===== src/rtl/hub75_scan_ctrl.sv =====
// ---------------------------------------------------------------------------
// hub75_scan_ctrl
//
// Scan sequencer for a 64x64 HUB75 panel driven from a dual-half sprite ROM.
// For every (row, plane) pair it shifts 64 columns of RGB bits into the panel,
// latches them, and then drives the output-enable for a binary-weighted time.
// Planes are sent LSB first. Plane p uses bit (8-COLOR_BITS+p) of each
// channel and is shown for BASE_ON<<p cycles.
//
// Optional feature macro: SCAN_BRIGHTNESS_EN
//   When defined, a 4-bit brightness input is added. It shortens the
//   output-enable window inside SHOW, but the SHOW length stays the same so
//   frame timing is constant.
//
// Ports
//   clk, rst_n          clock; asynchronous active-low reset
//   enable              start scanning; sampled only at frame boundaries
//   brightness[3:0]     (SCAN_BRIGHTNESS_EN only) sampled at SHOW entry
//   rom_addrx[5:0]      column address to the sprite ROM
//   rom_addry[4:0]      row address to the sprite ROM
//   rom_data0/1[23:0]   upper/lower half pixel, 1 clk after the address
//   panel_clk           panel shift clock (panel samples on rising edge)
//   panel_lat           latch strobe
//   panel_oe_n          output enable, active low
//   panel_row[4:0]      row select A..E
//   panel_rgb0/1[2:0]   {R,G,B} bits for the upper/lower half
//   frame_start         1-cycle pulse on the first SHIFT cycle of a frame
//   dbg_state[1:0]      current FSM state (0 IDLE, 1 SHIFT, 2 LATCH, 3 SHOW)
//
// There is no valid/ready handshake on this block: the ROM is a fixed-latency
// read (data valid exactly one clk after the address), and the panel has no
// back-pressure, so every transfer is purely schedule-driven.
// ---------------------------------------------------------------------------
module hub75_scan_ctrl #(
  parameter int COLOR_BITS = 4,
  parameter int BASE_ON    = 32
) (
  input  logic        clk,
  input  logic        rst_n,
  input  logic        enable,
`ifdef SCAN_BRIGHTNESS_EN
  input  logic [3:0]  brightness,
`endif
  output logic [5:0]  rom_addrx,
  output logic [4:0]  rom_addry,
  input  logic [23:0] rom_data0,
  input  logic [23:0] rom_data1,
  output logic        panel_clk,
  output logic        panel_lat,
  output logic        panel_oe_n,
  output logic [4:0]  panel_row,
  output logic [2:0]  panel_rgb0,
  output logic [2:0]  panel_rgb1,
  output logic        frame_start,
  output logic [1:0]  dbg_state
);

  // Plane index is exactly wide enough for COLOR_BITS planes (at least 1 bit).
  localparam int PW      = (COLOR_BITS > 1) ? $clog2(COLOR_BITS) : 1;
  // SHOW counter must hold the longest plane time without overflow.
  localparam int MAXLEN  = BASE_ON << (COLOR_BITS - 1);
  localparam int SW      = $clog2(MAXLEN + 1);
  localparam logic [PW-1:0] PLANE_LAST = PW'(COLOR_BITS - 1);
  // SHIFT runs 130 cycles: 64 columns x 2 clk plus ROM and output register.
  localparam logic [7:0] SHIFT_LAST = 8'd129;

  typedef enum logic [1:0] {
    IDLE  = 2'd0,
    SHIFT = 2'd1,
    LATCH = 2'd2,
    SHOW  = 2'd3
  } state_t;

  state_t          state;
  logic [4:0]      row;
  logic [PW-1:0]   plane;
  logic [7:0]      sc;        // cycle index within SHIFT
  logic [SW-1:0]   show_cnt;  // cycle index within SHOW
  logic [SW-1:0]   on_len_q;  // oe-low cycles for the current SHOW

  logic [SW-1:0]   show_len;
  logic [SW-1:0]   on_len;
  logic [2:0]      bit_idx;

  assign dbg_state = state;
  assign show_len  = SW'(BASE_ON) << plane;
  assign bit_idx   = 3'(8 - COLOR_BITS) + 3'(plane);

`ifdef SCAN_BRIGHTNESS_EN
  localparam int PRW = SW + 5;
  logic [PRW-1:0] on_prod;
  always_comb begin
    on_prod = PRW'(show_len) * PRW'({1'b0, brightness} + 5'd1);
    on_len  = SW'(on_prod >> 4);
  end
`else
  assign on_len = show_len;
`endif

  // Pick one bit from each 8-bit channel of a 24'hRRGGBB pixel.
  function automatic logic [2:0] slice(input logic [23:0] d, input logic [2:0] idx);
    logic [4:0] i;
    i = {2'b00, idx};
    return {d[i + 5'd16], d[i + 5'd8], d[i]};
  endfunction

  // Column pipeline within SHIFT (sc = cycle index):
  //   cycle sc     : rom_addrx = sc>>1
  //   cycle sc+1   : rom_data holds that column
  //   cycle sc+2   : panel_rgb holds it
  // so column c is on panel_rgb during cycles 2c+2 and 2c+3, and panel_clk
  // is high only in cycle 2c+3 -- the rising edge sits mid-column.
  always_ff @(posedge clk or negedge rst_n) begin
    if (!rst_n) begin
      state       <= IDLE;
      row         <= '0;
      plane       <= '0;
      sc          <= '0;
      show_cnt    <= '0;
      on_len_q    <= '0;
      rom_addrx   <= '0;
      rom_addry   <= '0;
      panel_clk   <= 1'b0;
      panel_lat   <= 1'b0;
      panel_oe_n  <= 1'b1;
      panel_row   <= '0;
      panel_rgb0  <= '0;
      panel_rgb1  <= '0;
      frame_start <= 1'b0;
    end else begin
      frame_start <= 1'b0;
      case (state)
        IDLE: begin
          panel_clk  <= 1'b0;
          panel_lat  <= 1'b0;
          panel_oe_n <= 1'b1;
          if (enable) begin
            state       <= SHIFT;
            row         <= '0;
            plane       <= '0;
            sc          <= '0;
            rom_addrx   <= '0;
            rom_addry   <= '0;
            frame_start <= 1'b1;
          end
        end

        SHIFT: begin
          panel_oe_n <= 1'b1;
          if (sc < 8'd127) rom_addrx <= 6'((sc + 8'd1) >> 1);
          if (sc >= 8'd1 && sc <= 8'd128) begin
            panel_rgb0 <= slice(rom_data0, bit_idx);
            panel_rgb1 <= slice(rom_data1, bit_idx);
          end
          panel_clk <= (sc >= 8'd2) && (sc <= 8'd128) && !sc[0];
          if (sc == SHIFT_LAST) begin
            state     <= LATCH;
            panel_clk <= 1'b0;
            panel_lat <= 1'b1;
            panel_row <= row;   // oe_n is already high here
          end else begin
            sc <= sc + 8'd1;
          end
        end

        LATCH: begin
          state      <= SHOW;
          panel_lat  <= 1'b0;
          show_cnt   <= '0;
          on_len_q   <= on_len;
          panel_oe_n <= (on_len == '0);
        end

        SHOW: begin
          if (show_cnt == show_len - SW'(1)) begin
            panel_oe_n <= 1'b1;
            sc         <= '0;
            rom_addrx  <= '0;
            if (plane == PLANE_LAST) begin
              plane <= '0;
              if (row == 5'd31) begin
                row       <= '0;
                rom_addry <= '0;
                if (enable) begin
                  state       <= SHIFT;
                  frame_start <= 1'b1;
                end else begin
                  state      <= IDLE;
                  panel_row  <= '0;
                  panel_rgb0 <= '0;
                  panel_rgb1 <= '0;
                end
              end else begin
                row       <= row + 5'd1;
                rom_addry <= row + 5'd1;
                state     <= SHIFT;
              end
            end else begin
              plane <= plane + PW'(1);
              state <= SHIFT;
            end
          end else begin
            show_cnt   <= show_cnt + SW'(1);
            panel_oe_n <= !((show_cnt + SW'(1)) < on_len_q);
          end
        end

        default: state <= IDLE;
      endcase
    end
  end

endmodule


===== config.mk =====
export PLATFORM = sky130hd
export DESIGN_NAME = hub75_scan_ctrl
export DESIGN_NICKNAME = d
export VERILOG_FILES = /design/src/rtl/hub75_scan_ctrl.sv
export SDC_FILE = /design/constraint.sdc
export NUM_CORES = 1
export LEC_CHECK = 0
export BUFFER_PORTS_ARGS = -buffer_cell sky130_fd_sc_hd__buf_4
export CORE_UTILIZATION = 55
export DETAILED_ROUTE_END_ITERATION = 10
export PLACE_DENSITY = 0.92
export RECOVER_POWER = 100
export SETUP_SLACK_MARGIN = 0.05
export SYNTH_ARGS = -nofsm -noshare
export SYNTH_HDL_FRONTEND = slang
export SYNTH_SLANG_ARGS = --single-unit

===== constraint.sdc =====
create_clock -name clk -period 6.5 [get_ports clk]
set_input_delay 0.325 -clock clk [delete_from_list [all_inputs] [get_ports clk]]
set_output_delay 0.325 -clock clk [all_outputs]
set_load 0.02 [all_outputs]

==> reports/qor.csv <==
stage,metric,value,unit
power,Gate power share,3.9,%
layout,Fill cells,441,
floorplan,initial core utilization,56.9,%
clocking,post-CTS sizing,0,
synthesis,ys flop type,dfrtp_1,
sta,worst hold margin,0.278,ns
clocking,post-CTS setup buffer count,0,
power,Pwr Density,161,nW/um2
layout,Final Net Count,427,
placed_design,I/O Buffers,54,
sta,Final Cycle Share,57.4,%
synthesis,Yosys top cell area share,40.2,%
outcome,status,finished with violations,
worst_setup_path,CP cell instances,ha_1 > inv_1 > ha_1 > xor2_1 > nand3_1 > o21ai_0 > nand3_1 > a221o_1,
synthesis,"FFs w/ async S/R, synth",100,%
clocking,total CTS buffers,5,
sta,Clock Skew,0.0137,ns
outcome,failing checks,"capacitance limit, slew limit",
synthesis,"FF+latch count, synth",51,
clocking,"Clk Latency, worst-skew pair",0.32,ns
routing,routed vias,2480,
sta,relative slew slack,-77.2,%
flow_run,max cap viols,1,
floorplan,Die H,77.2,um
worst_setup_path,WP buf/inv,1,
layout,most frequent cells in the layout,"50 x dfrtp_1, 39 x nand2_1, 29 x clkbuf_1, 26 x buf_4",
placed_design,HPWL Detailed,4.91,mm
worst_setup_path,crit-path leading delay family,compound AO/OA/AOI/OAI gates,
clocking,Clock Tree Buf Depth,2,
clocking,clock sinks,51,
grt,gr usage total,23.9,%
layout,Post-Layout Cell Count,428,
synthesis,Avg Inst Size Synth,10.0,um2
worst_setup_path,crit end category,flip-flop,
floorplan,die width,77.2,um
floorplan,Cell Rows,27,
routing,final wirelength,6.82,mm
layout,footprint of the multi-input gates,1640,um2
grt,initial antenna violation count,0,
sta,Least-Margin Pin Slew,2.66,ns
layout,# diodes,0,
grt,largest net degree at the start of global routing,52,
synthesis,YS warnings,0,
clocking,"Clk pin slew, worst setup/hold paths",0.10,ns
power,Max rail drop VDD,93.2,uV
sta,setup_tns,0,ns
synthesis,synth unique cells,56,
worst_setup_path,WP data arrival,3.94,ns
synthesis,Post-synth EDFFs,0,
power,Sw Share,21.1,%
power,clock share of power,39.7,%
sta,"Hold Vio Cnt, Final",0,
grt,GRT overflow,0,
power,Sw Pwr,119,uW
synthesis,number of cells produced by synthesis,310,
sta,count of final setup violators,0,
routing,Antenna Violating Nets Remaining,0,
grt,vias in the first global route,2299,
floorplan,core area,5470,um2
clocking,CTS tree,yes,
placed_design,GPL Wtd Cong,0.850,
grt,first-pass GRT wire length,11.1,mm
worst_setup_path,kind of critical path,reg2reg,
routing,First DRT Iteration DRCs,244,
layout,Register Area,1280,um2
synthesis,largest cells by area after synthesis,"dfrtp_1 40%, ha_1 8.4%, nand2_1 4.7%",
routing,drt via density,5.79,
routing,first drt pass iteration count,4,
clocking,# hold bufs at CTS,0,
clocking,CTS root buf,clkbuf_8,
placed_design,DP Area,3520,um2
synthesis,Post-Syn Nets,382,
routing,drt drc,0,
floorplan,io pins,79,
synthesis,register area share after synthesis,41.0,%
worst_setup_path,Worst Path Required,6.70,ns
worst_setup_path,largest stage delay on the critical path,0.96,ns
power,total chip power,563,uW
layout,Area Growth Syn to Fin,12.1,%
layout,"most common cell after layout, fill and taps aside",dfrtp_1,
floorplan,Die ar.,5960,um2
layout,final instance area,3490,um2
sta,RSZ-0062 raised after global routing,no,
layout,fraction of layout cells with a size suffix above 1,15.2,%
sta,fmax,268,MHz
synthesis,mapped cell area,3110,um2
routing,wire length per cell,15.9,um
placed_design,placed cells,420,
worst_setup_path,startpoint types,flip-flop,
clocking,H-Tree Depth,2,
sta,Tmin final,3.73,ns
hold_path,Hold Crit Class,in2reg,
power,Leak Pwr,1.67,nW
worst_setup_path,CP max stage cell,o21ai_0,
sta,max-slew violations,52,
power,Reg power frac,56.3,%
synthesis,post-synth top area cell,dfrtp_1,
power,Int Pwr,444,uW
worst_setup_path,"Max FO, Critical Path",12,
logic make-up (layout without fill, tap and decap cells):
family | count (synthesis) | count (layout) | share of synthesized area [%]
buffers and inverters | 34 | 80 | 5.14
AO/OA/AOI/OAI | 59 | 59 | 13.4
adder cells (fa/ha/maj) | 21 | 21 | 8.44
AND/OR/NAND/NOR | 108 | 108 | 17.2
XOR/XNOR | 12 | 12 | 3.38
flip-flops | 51 | 51 | 41.0
multiplexers | 25 | 25 | 11.4
metrics by stage:
step | worst slack (ns) | utilization, %
floorplan | 4.26 | -
CTS | 3.57 | 66.4
global placement | 3.67 | 64.3
detailed placement | 3.62 | 64.3
global route | 2.44 | 63.7
finish | 2.77 | 63.7
routing by layer:
layer | track usage (%) | part of all wire, % | vias up
met5 | 0 | 0 | -
met4 | 9.81 | 1.6 | 0
met3 | 3.81 | 3.9 | 11
met2 | 40.6 | 51 | 61
met1 | 30.1 | 44 | 1218
li1 | - | - | 1190
power groups by stage:
stage	registers [mW]	logic [mW]	clock network, mW
2_1_floorplan	0.323	0.00350	0
3_3_place_gp	0.323	0.0213	0
3_5_place_dp	0.323	0.0220	0
4_1_cts	0.317	0.0228	0.226
5_1_grt	0.317	0.0244	0.236
6_report	0.317	0.0222	0.224
final cells by class:
class / instances / area share (%)
Clock inverter: 3 / 1.26
Multi-Input combinational cell: 225 / 47.0
Inverter: 17 / 1.83
Clock buffer: 5 / 1.97
Sequential cell: 51 / 36.6
Timing Repair Buffer: 55 / 8.72
Tap cell: 72 / 2.58
synth_stat cells, drive strengths merged (2+ instances only):
| library cell | count |
|---|---|
| mux4 | 6 |
| o21a | 2 |
| mux2 | 11 |
| a22o | 5 |
| a21o | 2 |
| inv | 17 |
| ha | 21 |
| nand3 | 17 |
| clkbuf | 7 |
| nand2 | 39 |
| or2 | 2 |
| nor4 | 2 |
| nand4 | 4 |
| mux2i | 8 |
| xor2 | 5 |
| nand2b | 3 |
| nor3 | 3 |
| a21oi | 7 |
| xnor2 | 7 |
| and3 | 7 |
| or4 | 2 |
| nor2 | 19 |
| dfrtp | 50 |
| o21ai | 21 |
| nor2b | 3 |
| o31ai | 7 |
| buf | 10 |
| a41oi | 2 |
| and2 | 3 |
registers in the layout (all words and copies together) (netlist names):
register and cells:
panel_clk 1, rom_addrx 6, panel_rgb0 3, frame_start 1, show_cnt 9, panel_row 5
sc 8, panel_lat 1, dbg_state 2, panel_oe_n 1, panel_rgb1 3, row 5
on_len_q 4, plane 2
worst paths after layout:
check / depth (start not counted) / start / to / slack [ns]
min in group asynchronous: 1 / rst_n / rom_addrx[2]$_DFFE_PN0P_ / 0.83
worst min-delay path: 2 / enable / frame_start$_DFF_PN0_ / 0.28
worst min register to register: 2 / panel_clk$_DFFE_PN0P_ / panel_clk$_DFFE_PN0P_ / 0.50
max in group asynchronous: 1 / rst_n / sc[0]$_DFFE_PN0P_ / 4.16
worst max-delay path: 8 / plane[0]$_DFFE_PN0P_ / row[2]$_DFFE_PN0P_ / 2.77
worst max register to register: 8 / plane[0]$_DFFE_PN0P_ / row[2]$_DFFE_PN0P_ / 2.77
Power figures use the tool's default switching activity.
